[src/rtl/multi_counter_pkg.sv]
// multi_counter_pkg: shared direction/mode constants and default sizes for multi_counter.
package multi_counter_pkg;
   localparam logic UP   = 1'b0;
   localparam logic DOWN = 1'b1;
   localparam logic WRAP = 1'b0;
   localparam logic SAT  = 1'b1;
   localparam int WIDTH_DEF = 64;
   localparam int NCH_DEF   = 4;
   localparam int PW_DEF    = 16;
endpackage

[src/rtl/multi_counter_channel.sv]
// counter_channel: one up/down counter with clear/load, wrap or saturate, compare match and terminal-count pulse.
module counter_channel
   import multi_counter_pkg::*;
#(
   parameter int WIDTH = WIDTH_DEF
) (
   input  logic             clk,
   input  logic             reset,
   input  logic             tick,
   input  logic             enable,
   input  logic             clear,
   input  logic             load,
   input  logic             down,
   input  logic             saturate,
   input  logic [WIDTH-1:0] load_value,
   input  logic [WIDTH-1:0] compare_value,
   output logic [WIDTH-1:0] count,
   output logic             match,
   output logic             tc
);
   logic             step, at_lim, moved, stepped_q;
   logic [WIDTH-1:0] nxt;
   always_comb begin
      step   = enable & tick & ~clear & ~load;
      at_lim = (down == DOWN) ? (count == '0) : (count == '1);
      moved  = step & ~((saturate == SAT) & at_lim);
      nxt    = clear ? '0 : load ? load_value : !moved ? count :
               (down == DOWN) ? count - WIDTH'(1) : count + WIDTH'(1);
   end
   // match looks at the count one cycle after the step that produced it
   always_ff @(posedge clk) begin
      if (reset) begin
         count     <= '0;
         tc        <= 1'b0;
         stepped_q <= 1'b0;
         match     <= 1'b0;
      end else begin
         count     <= nxt;
         tc        <= step & at_lim;
         stepped_q <= moved;
         match     <= stepped_q & (count == compare_value);
      end
   end
endmodule

[src/rtl/multi_counter.sv]
// multi_counter: NCH independent counters sharing a prescaler tick and an atomic snapshot register.
module multi_counter
   import multi_counter_pkg::*;
#(
   parameter int WIDTH = WIDTH_DEF,
   parameter int NCH   = NCH_DEF,
   parameter int PW    = PW_DEF
) (
   input  logic               clk,
   input  logic               reset,
   input  logic [NCH-1:0]     enable,
   input  logic [NCH-1:0]     clear,
   input  logic [NCH-1:0]     load,
   input  logic [NCH*WIDTH-1:0] load_value,
   input  logic [NCH-1:0]     down,
   input  logic [NCH-1:0]     saturate,
   input  logic [PW-1:0]      prescale_div,
   input  logic [NCH*WIDTH-1:0] compare_value,
   input  logic               snap,
   output logic [NCH*WIDTH-1:0] count,
   output logic [NCH*WIDTH-1:0] snap_count,
   output logic               snap_valid,
   output logic [NCH-1:0]     match,
   output logic [NCH-1:0]     tc
);
   logic [PW-1:0] pre;
   logic          tick;
   // >= so a divisor lowered below the running count ticks and restarts immediately
   assign tick = pre >= prescale_div;
   always_ff @(posedge clk) begin
      if (reset) begin
         pre        <= '0;
         snap_count <= '0;
         snap_valid <= 1'b0;
      end else begin
         pre        <= tick ? '0 : pre + PW'(1);
         snap_valid <= snap;
         if (snap) snap_count <= count;
      end
   end
   for (genvar i = 0; i < NCH; i++) begin : g_ch
      counter_channel #(.WIDTH(WIDTH)) u_ch (
         .clk          (clk),
         .reset        (reset),
         .tick         (tick),
         .enable       (enable[i]),
         .clear        (clear[i]),
         .load         (load[i]),
         .down         (down[i]),
         .saturate     (saturate[i]),
         .load_value   (load_value[i*WIDTH +: WIDTH]),
         .compare_value(compare_value[i*WIDTH +: WIDTH]),
         .count        (count[i*WIDTH +: WIDTH]),
         .match        (match[i]),
         .tc           (tc[i])
      );
   end
endmodule

[config.mk]
export PLATFORM = sky130hd
export DESIGN_NAME = multi_counter
export DESIGN_NICKNAME = d
export VERILOG_FILES = /design/src/rtl/multi_counter_pkg.sv /design/src/rtl/multi_counter_channel.sv /design/src/rtl/multi_counter.sv
export SDC_FILE = /design/constraint.sdc
export NUM_CORES = 2
export LEC_CHECK = 0
export ABC_AREA = 1
export BUFFER_PORTS_ARGS = -buffer_cell sky130_fd_sc_hd__buf_2
export CORE_AREA = 2 2 413 415
export CTS_CLUSTER_SIZE = 24
export DETAILED_ROUTE_END_ITERATION = 12
export DIE_AREA = 0 0 415 417
export HOLD_SLACK_MARGIN = 0.03
export SYNTH_ARGS = -nofsm -noshare
export SYNTH_HDL_FRONTEND = slang
export SYNTH_SLANG_ARGS = --single-unit
[constraint.sdc]
create_clock -name clk -period 6.08 [get_ports clk]
set_input_delay 0.608 -clock clk [delete_from_list [all_inputs] [get_ports clk]]
set_output_delay 0.608 -clock clk [all_outputs]
set_load 0.02 [all_outputs]
==> results.md <==
- The run finished with clean final reports.
- The final worst setup slack is 2.21 ns.
- After synthesis, flip-flops and latches occupy 22.9% of the total area.
- In this run the number of H-tree levels came out at 3.
- The quantity of gates resized following cts is 0.
- Setup repair after global routing left no endpoint under its margin.
- The layout cell share with drive strength beyond 1 is 13.8%.
- In this run, synthesis inferred 0 flip-flops with an integrated enable.
- The combined area of all synthesized cells is 0.0474 mm².
- The pin count of the biggest net entering global routing is 151.
- In this run the worst path has a maximum fanout of 52.
- In the layout the commonest cells are sky130_fd_sc_hd__nand2_1 (2392), sky130_fd_sc_hd__inv_1 (1318), sky130_fd_sc_hd__nor2_1 (1264).
- The total number of placement rows is 151.
- The worst register-to-register path ends at g_ch[1].u_ch.count[4].
- Ranked by total cell area, the synthesized netlist is headed by sky130_fd_sc_hd__dfxtp_1 (23%), sky130_fd_sc_hd__nand2_1 (19%), sky130_fd_sc_hd__inv_1 (10%).
- The via count of the first global-routing pass is 54800.
- After detailed routing, the number of vias per cell comes to 5.08.
- The worst hold path belongs to the class in -> reg.
- The cell count of the worst reg-to-reg path is 12.
- The area of the core region is 0.169 mm².
- STA puts the critical path data required time at 6.70 ns.
- The static power due to leakage is 30.6 nW.
- Setup violations remaining at the end of the flow were counted as 0.
- The half-perimeter wire length after detailed placement is 229000 µm.
- The top cell type by area accounts for 22.9% of the synthesized area.
- The total negative slack is 0 ns.
- The die is 417 µm tall.
- The wire length of the first global-routing pass is 382000 µm.
- The startpoint identified for the worst register-to-register timing path is pre[11].
- The power density of the placed cells is 199 mW/mm².
- Counting flops and latches in the post-synthesis netlist gives 541.
- The transition time at the pin with the least slew margin is 1.15 ns.
- The post-synthesis instance total is 8381.
- The initial antenna violation count is 25.
- Global routing consumed, on the met2 layer, 49.1% of the routing resources.
- The chip width is 415 µm.
- The number of cells on the worst hold path is 5.
- After clock tree synthesis, the flow added hold-fix buffers numbering 0.
- The type of the worst setup path is reg -> reg.
- Clock skew on the completed layout was measured at 0.0579 ns.
- After detailed routing, the average wire length per cell comes to 23.5 µm.
- After layout, the worst path uses 63.7% of the clock period.
- The worst-case IR drop observed on VDD is 0.198 mV.
- The count of buffers added by post-CTS timing repair for setup is 0.
- sky130_fd_sc_hd__dfxtp_1 takes more of the synthesized area than any other cell.
- The number of remaining DRC errors is 0.
- The number of clock buffers inserted by TritonCTS is 72.
- The clock-pin slew on the worst setup and hold paths is 0.06 ns.
- The total nets after synthesis is 9201.
- The maximum buffer depth of the clock tree is 3.
- TritonCTS built the clock tree.
- The total global routing overflow is 0.
- The clock net in this run drives a total of 541 sinks.
- The detailed-route wire length is 273000 µm.
- Leaving out fill and tap cells, the most frequent cell in the layout is sky130_fd_sc_hd__nand2_1.
- Derived from the worst setup path, the maximum achievable clock frequency is 0.258 GHz.
- The detailed-router iteration count before antenna repair is 6.
- The via count is 59200.
- The hold violation total from the final report was 0.
- The worst setup path is launched from a flip-flop.
- The clock network latency to the later pin of the worst-skew pair is 0.73 ns.
- The final net count is 10200.
- Global routing used 36.5% of the available met1 tracks.
- The fraction of registers with async set/reset is 0%.
- Once detail routing completed, the nets flagged for antenna violations numbered 0.
- The global router's overall resource usage is 30.1%.
- The most congested layer reported by global routing is met2.
- The starting density of the core is 28.1%.
- The met3 track demand over resource is 4.85%.
- In this run the tool buffered the top-level ports with 1071 buffer cells.
- The worst setup path is captured at a flip-flop.
- The minimum period implied by the final worst setup slack is 3.87 ns.
- The hold path startpoint is load_value[167].
- The count of max-cap constraint violations is 0.
- The final weighted congestion in routability-driven placement is 1.07.
- In this run, the number of DRC markers left after iteration 0 of detailed routing was 5521.
- The critical path data arrival time is 4.49 ns.
- The post-placement setup slack is 1.83 ns.
- The tree is rooted in a sky130_fd_sc_hd__clkbuf_16.
- The most frequently used flop master after synthesis is sky130_fd_sc_hd__dfxtp_1.
- The number of slew-limit violations in the final report is 0.
- The yosys synthesis warning count is 0.
- The headroom to the max-slew limit is 23.5%.
- The mean instance size in the synthesized netlist is 5.65 µm².
- The die footprint is 0.173 mm².
- The worst hold path terminates at g_ch[2].u_ch.count[39].
- The number of different library cells in the post-synthesis netlist is 52.
- The worst register-to-register path has a setup slack of 2.21 ns.
- The growth of design area from synthesis to finish is 21.6%.
- The number of I/O pins is 1072.
## Yosys cell counts (all sizes together), types with 36 or more instances
master and number:
nor3 117, nor4 51, o22ai 46, buf 50, a21oi 586, a22o 36, xnor2 117, nor2 1275
xor2 80, nand3 453, dfxtp 541, ha 265, o21ai 589, nand4 85, clkbuf 153, nand2 2402
inv 1325
## metal layers
layer	vias to the layer above	share of wire, %
met1	27400	40
met3	575	7.3
met4	16	7.5
met2	2672	45
met5	-	0.041
li1	28600	-
## worst max path at each step
stage,start,depth (start not counted),to
floorplan,prescale_div[15],17,g_ch[1].u_ch.count[14]
global placement,prescale_div[13],16,g_ch[2].u_ch.count[32]
detailed placement,prescale_div[15],14,g_ch[2].u_ch.count[32]
CTS,pre[11],12,g_ch[2].u_ch.count[7]
global route,pre[11],12,g_ch[2].u_ch.count[17]
finish,pre[11],12,g_ch[1].u_ch.count[4]
## logic make-up after synthesis
family | count (synthesis) | share of synthesized area, %
simple gates | 4466 | 38.3
buf+inv | 1534 | 12.4
compound gates | 1372 | 15.6
flops | 541 | 22.9
fa+ha+maj | 269 | 7.17
xor+xnor | 197 | 3.64
mux | 2 | 0.0423
## state kept, by name, summed over array words and instances, names as in the netlist
register / cells
g_ch.u_ch.count: 256
pre: 16
g_ch.u_ch.match: 4
snap_valid: 1
g_ch.u_ch.tc: 4
g_ch.u_ch.stepped_q: 4
snap_count: 256
## area by class of cell
cell class	instances	area [µm²]
Antenna cell	15	37.5
Clock buffer	91	1980
Clock inverter	42	551
Fill cell	19200	111000
Inverter	1331	5010
Multi-Input combinational cell	6306	30700
Sequential cell	541	10800
Tap cell	2218	2780
Timing Repair Buffer	1117	5730
## worst max-delay path: stages (launching register included)
cell,delay (ns)
sky130_fd_sc_hd__dfxtp_1,0.45
sky130_fd_sc_hd__ha_1,0.29
sky130_fd_sc_hd__a21oi_1,0.15
sky130_fd_sc_hd__a21oi_1,0.09
sky130_fd_sc_hd__nor2_1,0.15
sky130_fd_sc_hd__nand3_2,0.55
sky130_fd_sc_hd__nand2_1,0.39
sky130_fd_sc_hd__inv_1,0.11
sky130_fd_sc_hd__nand2_4,0.46
sky130_fd_sc_hd__nand2_2,0.47
sky130_fd_sc_hd__inv_2,0.40
sky130_fd_sc_hd__nand2_1,0.10
sky130_fd_sc_hd__a21oi_1,0.15
## per-stage QoR
step / hold slack, ns / utilization, % / instances / total power, W / cell area [µm²]
floorplan: 0.430 / - / 8381 / 0.00559 / 47400
global placement: 0.447 / 32.7 / 11500 / 0.00685 / 55000
detailed placement: 0.455 / 32.7 / 11500 / 0.00685 / 55000
CTS: 0.138 / 34.2 / 11600 / 0.0115 / 57600
global route: 0.195 / 34.2 / 11700 / 0.0119 / 57600
finish: 0.192 / 34.2 / 11700 / 0.0115 / 57600
## report_power, final
group	switching [W]	total [W]	internal (W)	leakage [nW]
Sequential	0.000257	0.00397	0.00371	4.44
Clock	0.00195	0.00465	0.00270	1.23
Combinational	0.00198	0.00287	0.000894	24.9
(Power assumes the default switching activity.)
